--- config.mk ---
export PLATFORM = sky130hd
export DESIGN_NAME = reg_file_2r1w_flat
export DESIGN_NICKNAME = d
export VERILOG_FILES = /design/src/rtl/reg_file_2r1w_if.sv /design/src/rtl/reg_file_2r1w.sv /design/src/flat_wrapper.sv
export SDC_FILE = /design/constraint.sdc
export NUM_CORES = 1
export LEC_CHECK = 0
export BUFFER_PORTS_ARGS = -buffer_cell sky130_fd_sc_hd__buf_4
export CAP_MARGIN = 40
export CORE_MARGIN = 8
export CORE_UTILIZATION = 50
export DETAILED_ROUTE_END_ITERATION = 10
export PLACE_DENSITY = 0.68
export SYNTH_ARGS = -nofsm -noshare
export SYNTH_HDL_FRONTEND = slang
export SYNTH_SLANG_ARGS = --single-unit
--- constraint.sdc ---
create_clock -name clk -period 1.45 [get_ports clk]
set_clock_uncertainty 0.1 [all_clocks]
set_input_delay 0.0725 -clock clk [delete_from_list [all_inputs] [get_ports clk]]
set_output_delay 0.0725 -clock clk [all_outputs]
set_load 0.1 [all_outputs]
--- src/rtl/reg_file_2r1w_if.sv ---
// Bus bundle for reg_file_2r1w: write port, two enabled read ports, clear and written mask.
// The master drives requests; the slave (register file) returns registered read data and the mask.
interface reg_file_2r1w_if #(
  parameter int WIDTH = 16,
  parameter int AW    = 3,
  parameter int DEPTH = 8
) ();
  logic             clr;
  logic             we;
  logic [AW-1:0]    waddr;
  logic [WIDTH-1:0] wdata;
  logic             ra_en;
  logic [AW-1:0]    ra_addr;
  logic             rb_en;
  logic [AW-1:0]    rb_addr;
  logic [WIDTH-1:0] ra_data;
  logic [WIDTH-1:0] rb_data;
  logic [DEPTH-1:0] wr_mask;

  modport master (
    output clr, we, waddr, wdata, ra_en, ra_addr, rb_en, rb_addr,
    input  ra_data, rb_data, wr_mask
  );

  modport slave (
    input  clr, we, waddr, wdata, ra_en, ra_addr, rb_en, rb_addr,
    output ra_data, rb_data, wr_mask
  );
endinterface

--- src/rtl/reg_file_2r1w.sv ---
// DEPTH x WIDTH register file, one write port, two registered read ports with write-through bypass.
// Define ZERO_REG_EN to hardwire entry 0 to zero (writes to it ignored, its mask bit stays 0).
module reg_file_2r1w #(
  parameter int WIDTH = 16,
  parameter int AW    = 3,
  parameter int DEPTH = 8
) (
  input  logic           clk,
  input  logic           rst_n,
  reg_file_2r1w_if.slave bus
);

`ifdef ZERO_REG_EN
  localparam bit ZERO_HARD = 1'b1;
`else
  localparam bit ZERO_HARD = 1'b0;
`endif

  logic [WIDTH-1:0] w_mem [DEPTH];
  logic [DEPTH-1:0] w_wr_hit;
  logic [DEPTH-1:0] w_wr_mask;
  logic             w_wr_ok;
  logic [WIDTH-1:0] w_ra_next;
  logic [WIDTH-1:0] w_rb_next;
  logic [WIDTH-1:0] r_ra_data;
  logic [WIDTH-1:0] r_rb_data;

  // A write to the hardwired zero entry is dropped entirely, which also suppresses its bypass.
  assign w_wr_ok = bus.we && !(ZERO_HARD && (bus.waddr == '0));

  genvar gi;
  generate
    for (gi = 0; gi < DEPTH; gi++) begin : g_entry
      logic [WIDTH-1:0] r_entry;
      logic             r_written;

      assign w_wr_hit[gi]  = w_wr_ok && (bus.waddr == AW'(gi));
      assign w_mem[gi]     = r_entry;
      assign w_wr_mask[gi] = r_written;

      always_ff @(posedge clk or negedge rst_n) begin
        if (!rst_n) begin
          r_entry   <= '0;
          r_written <= 1'b0;
        end else if (bus.clr) begin
          r_entry   <= '0;
          r_written <= 1'b0;
        end else if (w_wr_hit[gi]) begin
          r_entry   <= bus.wdata;
          r_written <= 1'b1;
        end
      end
    end
  endgenerate

  assign w_ra_next = (w_wr_ok && (bus.waddr == bus.ra_addr)) ? bus.wdata : w_mem[bus.ra_addr];
  assign w_rb_next = (w_wr_ok && (bus.waddr == bus.rb_addr)) ? bus.wdata : w_mem[bus.rb_addr];

  always_ff @(posedge clk or negedge rst_n) begin
    if (!rst_n) begin
      r_ra_data <= '0;
      r_rb_data <= '0;
    end else if (bus.clr) begin
      r_ra_data <= '0;
      r_rb_data <= '0;
    end else begin
      if (bus.ra_en) r_ra_data <= w_ra_next;
      if (bus.rb_en) r_rb_data <= w_rb_next;
    end
  end

  assign bus.ra_data = r_ra_data;
  assign bus.rb_data = r_rb_data;
  assign bus.wr_mask = w_wr_mask;

endmodule

--- src/flat_wrapper.sv ---
// flat-port wrapper written by rule: the top's interface ports become plain ports
module reg_file_2r1w_flat 
#(
  parameter int WIDTH = 16,
  parameter int AW    = 3,
  parameter int DEPTH = 8
)
  (clk, rst_n, bus_clr, bus_we, bus_waddr, bus_wdata, bus_ra_en, bus_ra_addr, bus_rb_en, bus_rb_addr, bus_ra_data, bus_rb_data, bus_wr_mask);
  reg_file_2r1w_if #(.WIDTH(WIDTH), .AW(AW), .DEPTH(DEPTH)) bus_i ();
  input  logic clk;
  input  logic rst_n;
  input wire logic [$bits(bus_i.clr)-1:0] bus_clr;
  input wire logic [$bits(bus_i.we)-1:0] bus_we;
  input wire logic [$bits(bus_i.waddr)-1:0] bus_waddr;
  input wire logic [$bits(bus_i.wdata)-1:0] bus_wdata;
  input wire logic [$bits(bus_i.ra_en)-1:0] bus_ra_en;
  input wire logic [$bits(bus_i.ra_addr)-1:0] bus_ra_addr;
  input wire logic [$bits(bus_i.rb_en)-1:0] bus_rb_en;
  input wire logic [$bits(bus_i.rb_addr)-1:0] bus_rb_addr;
  output wire logic [$bits(bus_i.ra_data)-1:0] bus_ra_data;
  output wire logic [$bits(bus_i.rb_data)-1:0] bus_rb_data;
  output wire logic [$bits(bus_i.wr_mask)-1:0] bus_wr_mask;
  assign bus_i.clr = bus_clr;
  assign bus_i.we = bus_we;
  assign bus_i.waddr = bus_waddr;
  assign bus_i.wdata = bus_wdata;
  assign bus_i.ra_en = bus_ra_en;
  assign bus_i.ra_addr = bus_ra_addr;
  assign bus_i.rb_en = bus_rb_en;
  assign bus_i.rb_addr = bus_rb_addr;
  assign bus_ra_data = bus_i.ra_data;
  assign bus_rb_data = bus_i.rb_data;
  assign bus_wr_mask = bus_i.wr_mask;
  reg_file_2r1w #(.WIDTH(WIDTH), .AW(AW), .DEPTH(DEPTH)) u_core (.clk(clk), .rst_n(rst_n), .bus(bus_i));
endmodule
==> key figures <==
Power
  • Maximum vdd drop: 1.03 mV
  • LEAKAGE: 4.71 nW
  • Power density over the cells: 1020 nW/um^2

Cells and area
  • Area delta synth->final: 18.7%
  • Fillers: 1,458
  • Most frequent cells in the layout: nand2_1, dfrtp_1, a21oi_1
  • Finished Cell Area: 10,900 um^2
  • Antenna cell count: 0
  • Nets: 977
  • Commonest non-fill, non-tap cell in the layout: nand2_1
  • Share of cells above drive strength 1: 24.0%

Routing
  • Routed WL: 28.3 mm
  • WL/cell: 23.8 um
  • Number of DRC markers in iteration 0: 877
  • Via density: 6.21
  • DRT Pass-1 Iters: 5
  • Vias: 7,378
  • ANT nets after route: 0
  • Drt drc: 0

Critical path
  • Worst EP required: 1.64 ns
  • Reg2reg path depth: 3
  • RR Startpoint: u_core.g_entry[0].r_entry[3]
  • Crit path kind: reg2reg
  • Worst path slowest cell: mux4_2
  • CP Max Fanout: 3
  • Crit path buffers/inverters: 0
  • RR Endpoint: u_core.bus.rb_data[3]
  • R2R setup slack: -0.03 ns
  • Worst Path Arrival: 1.68 ns
  • Max stage delay on crit path: 0.49 ns
  • Kind of cell adding the most delay to the critical path: multiplexers
  • Setup crit end kind: flop
  • Startpoint Class: flop
  • Critical path cell sequence: mux4_2, mux2i_2, o221ai_1

STA
  • RSZ-0062 raised after global routing: true
  • Post-route minimum period: 1.48 ns
  • Final WS setup: -0.0347 ns
  • Least-Margin Pin Slew: 0.667 ns
  • Rel. slew slack: 55.5%
  • Final period utilization: 102%
  • Setup violations, final: 3
  • Fin. Hold Viols: 0
  • Fin. max-slew vios: 0
  • WHS: 0.0178 ns
  • Fmax: 674 MHz

Clock network
  • TritonCTS clock tree: built
  • Clk_lat worst skew: 0.43 ns
  • CTS H-tree lvls: 4
  • CTS Root Cell: clkbuf_16
  • Num CTS Buffers: 17
  • CTS max path bufs: 2
  • Worst-path clk slew: 0.07 ns
  • Sink Count: 168

Global routing
  • Initial antenna violation count: 0
  • Global-route usage over all layers: 25.6%
  • Largest net degree at the start of global routing: 137
  • Gr ovfl total: 0
  • First-pass GRT wire length: 43.8 mm
  • Vias in the first global route: 7,471

Floorplanning
  • # rows: 49
  • Die Y: 151 um
  • Core footprint: 18,000 um^2
  • Starting Density: 51.0%
  • IO Pins: 71
  • Die Width: 151 um
  • Die area: 22,900 um^2

Yosys
  • Syn Nets: 907
  • Post-synthesis cell count: 876
  • Ys Warns: 0
  • Netlist Area Pre-Place: 9160 um^2
  • Yosys reg bits: 168
  • Synth top area cells: dfrtp_1, nand2_1, mux4_2
  • Register area share after synthesis: 45.9%
  • Syn_area_per_cell: 10.5 um^2
  • Synth area leader: dfrtp_1
  • Share of the synthesized area in the top cell type: 45.9%
  • Cell variety after synth: 29

Place
  • Dpl hpwl: 17.4 mm
  • Placed cell area: 10,100 um^2
  • Gpl congestion: 0.823
  • Port Buf Inserts: 70

Status
  • Status: finished with violations
  • Failing checks: negative setup slack

Worst hold path
  • HP Class: in2async

Run
  • Maxcap violations: 0
## layer usage
layer	track usage [%]	up-vias	share of wire (%)
met3	5.68	77	10
met2	39.2	404	47
met1	34.5	3702	39
met5	0	-	0
met4	11.0	0	3.6
li1	-	3195	-
## synthesized netlist by cell type
cell / number
a21oi_1: 128
a41o_1: 2
and3b_1: 2
and4_1: 1
and4b_1: 3
and4bb_2: 2
buf_1: 4
buf_12: 4
buf_2: 28
buf_4: 22
buf_6: 19
clkbuf_1: 22
clkbuf_2: 1
dfrtp_1: 168
inv_1: 16
mux2i_1: 32
mux4_1: 20
mux4_2: 44
nand2_1: 288
nand2b_1: 2
nand4_1: 3
nand4b_1: 3
nand4bb_1: 3
nor2_1: 18
nor4b_4: 1
nor4bb_1: 1
o221ai_1: 32
or4b_1: 1
xnor2_1: 6
## per-stage QoR
step / setup TNS (ns) / setup WS (ns) / util (%) / total power, mW / cells
final: -0.0761 / -0.0347 / 60.6 / 11.1 / 1188
after floorplan: 0 / 0.116 / - / 5.82 / 876
after detailed placement: -2.70 / -0.144 / 56.0 / 6.35 / 1130
after global routing: -0.297 / -0.0515 / 60.6 / 11.4 / 1188
after global placement: -2.17 / -0.113 / 56.0 / 6.32 / 1130
after CTS: -0.0172 / -0.00991 / 60.3 / 11.1 / 1180
## power by group
| group | internal [mW] | switching, mW | leakage [nW] |
|---|---|---|---|
| clock | 2.87 | 1.88 | 0.298 |
| combinational | 0.535 | 0.927 | 2.08 |
| sequential | 4.79 | 0.0802 | 2.33 |
| total | 8.19 | 2.89 | 4.71 |
## kinds of logic (layout without fill, tap and decap cells)
group,count (synthesis),after routing,synth area share (%)
muxes,96,96,20.0
AOI/OAI and AO/OA,162,162,10.3
xor gates and xnor gates,6,6,0.574
buffers and inverters,116,199,8.32
and+or+nand+nor,328,328,14.9
DFF,168,168,45.9
## final cells by class
class                           instances  area (um^2)  area share, %
Sequential cell                       168         4200           38.6
Inverter                               16         60.1          0.552
Multi-Input combinational cell        592         4170           38.3
Clock inverter                          9          138           1.27
Timing Repair Buffer                  151         1540           14.2
Tap cell                              229          287           2.63
Clock buffer                           23          478           4.39
## registers in the layout (all words and copies together), names as in the netlist
signal / cells
u_core.g_entry.r_written: 8
u_core.g_entry.r_entry: 128
u_core.bus.rb_data: 16
u_core.bus.ra_data: 16
## worst register-to-register path: stages (launching register included)
cell and delay [ns]:
dfrtp_1 0.40, mux4_2 0.49, mux2i_2 0.22, o221ai_1 0.14
## worst max path at each step
stage,startpoint,endpoint,slack [ns],cells after the start
CTS,u_core.g_entry[7].r_entry[2],u_core.bus.ra_data[2],-0.01,3
global placement,bus_ra_addr[0],u_core.bus.ra_data[13],-0.11,7
global route,u_core.g_entry[2].r_entry[3],u_core.bus.ra_data[3],-0.05,3
detailed placement,bus_ra_addr[0],u_core.bus.ra_data[15],-0.14,7
floorplan,bus_rb_addr[0],u_core.bus.rb_data[1],0.12,5
finish,u_core.g_entry[0].r_entry[3],u_core.bus.rb_data[3],-0.03,3
## what timing repair did
item	CTS	global route
setup endpoints to repair	6	19
pin swaps	2	3
hold endpoints to repair	326	0
setup buffers	1	8
hold buffers	17	0
resized for setup	11	8
(Power assumes the default switching activity.)
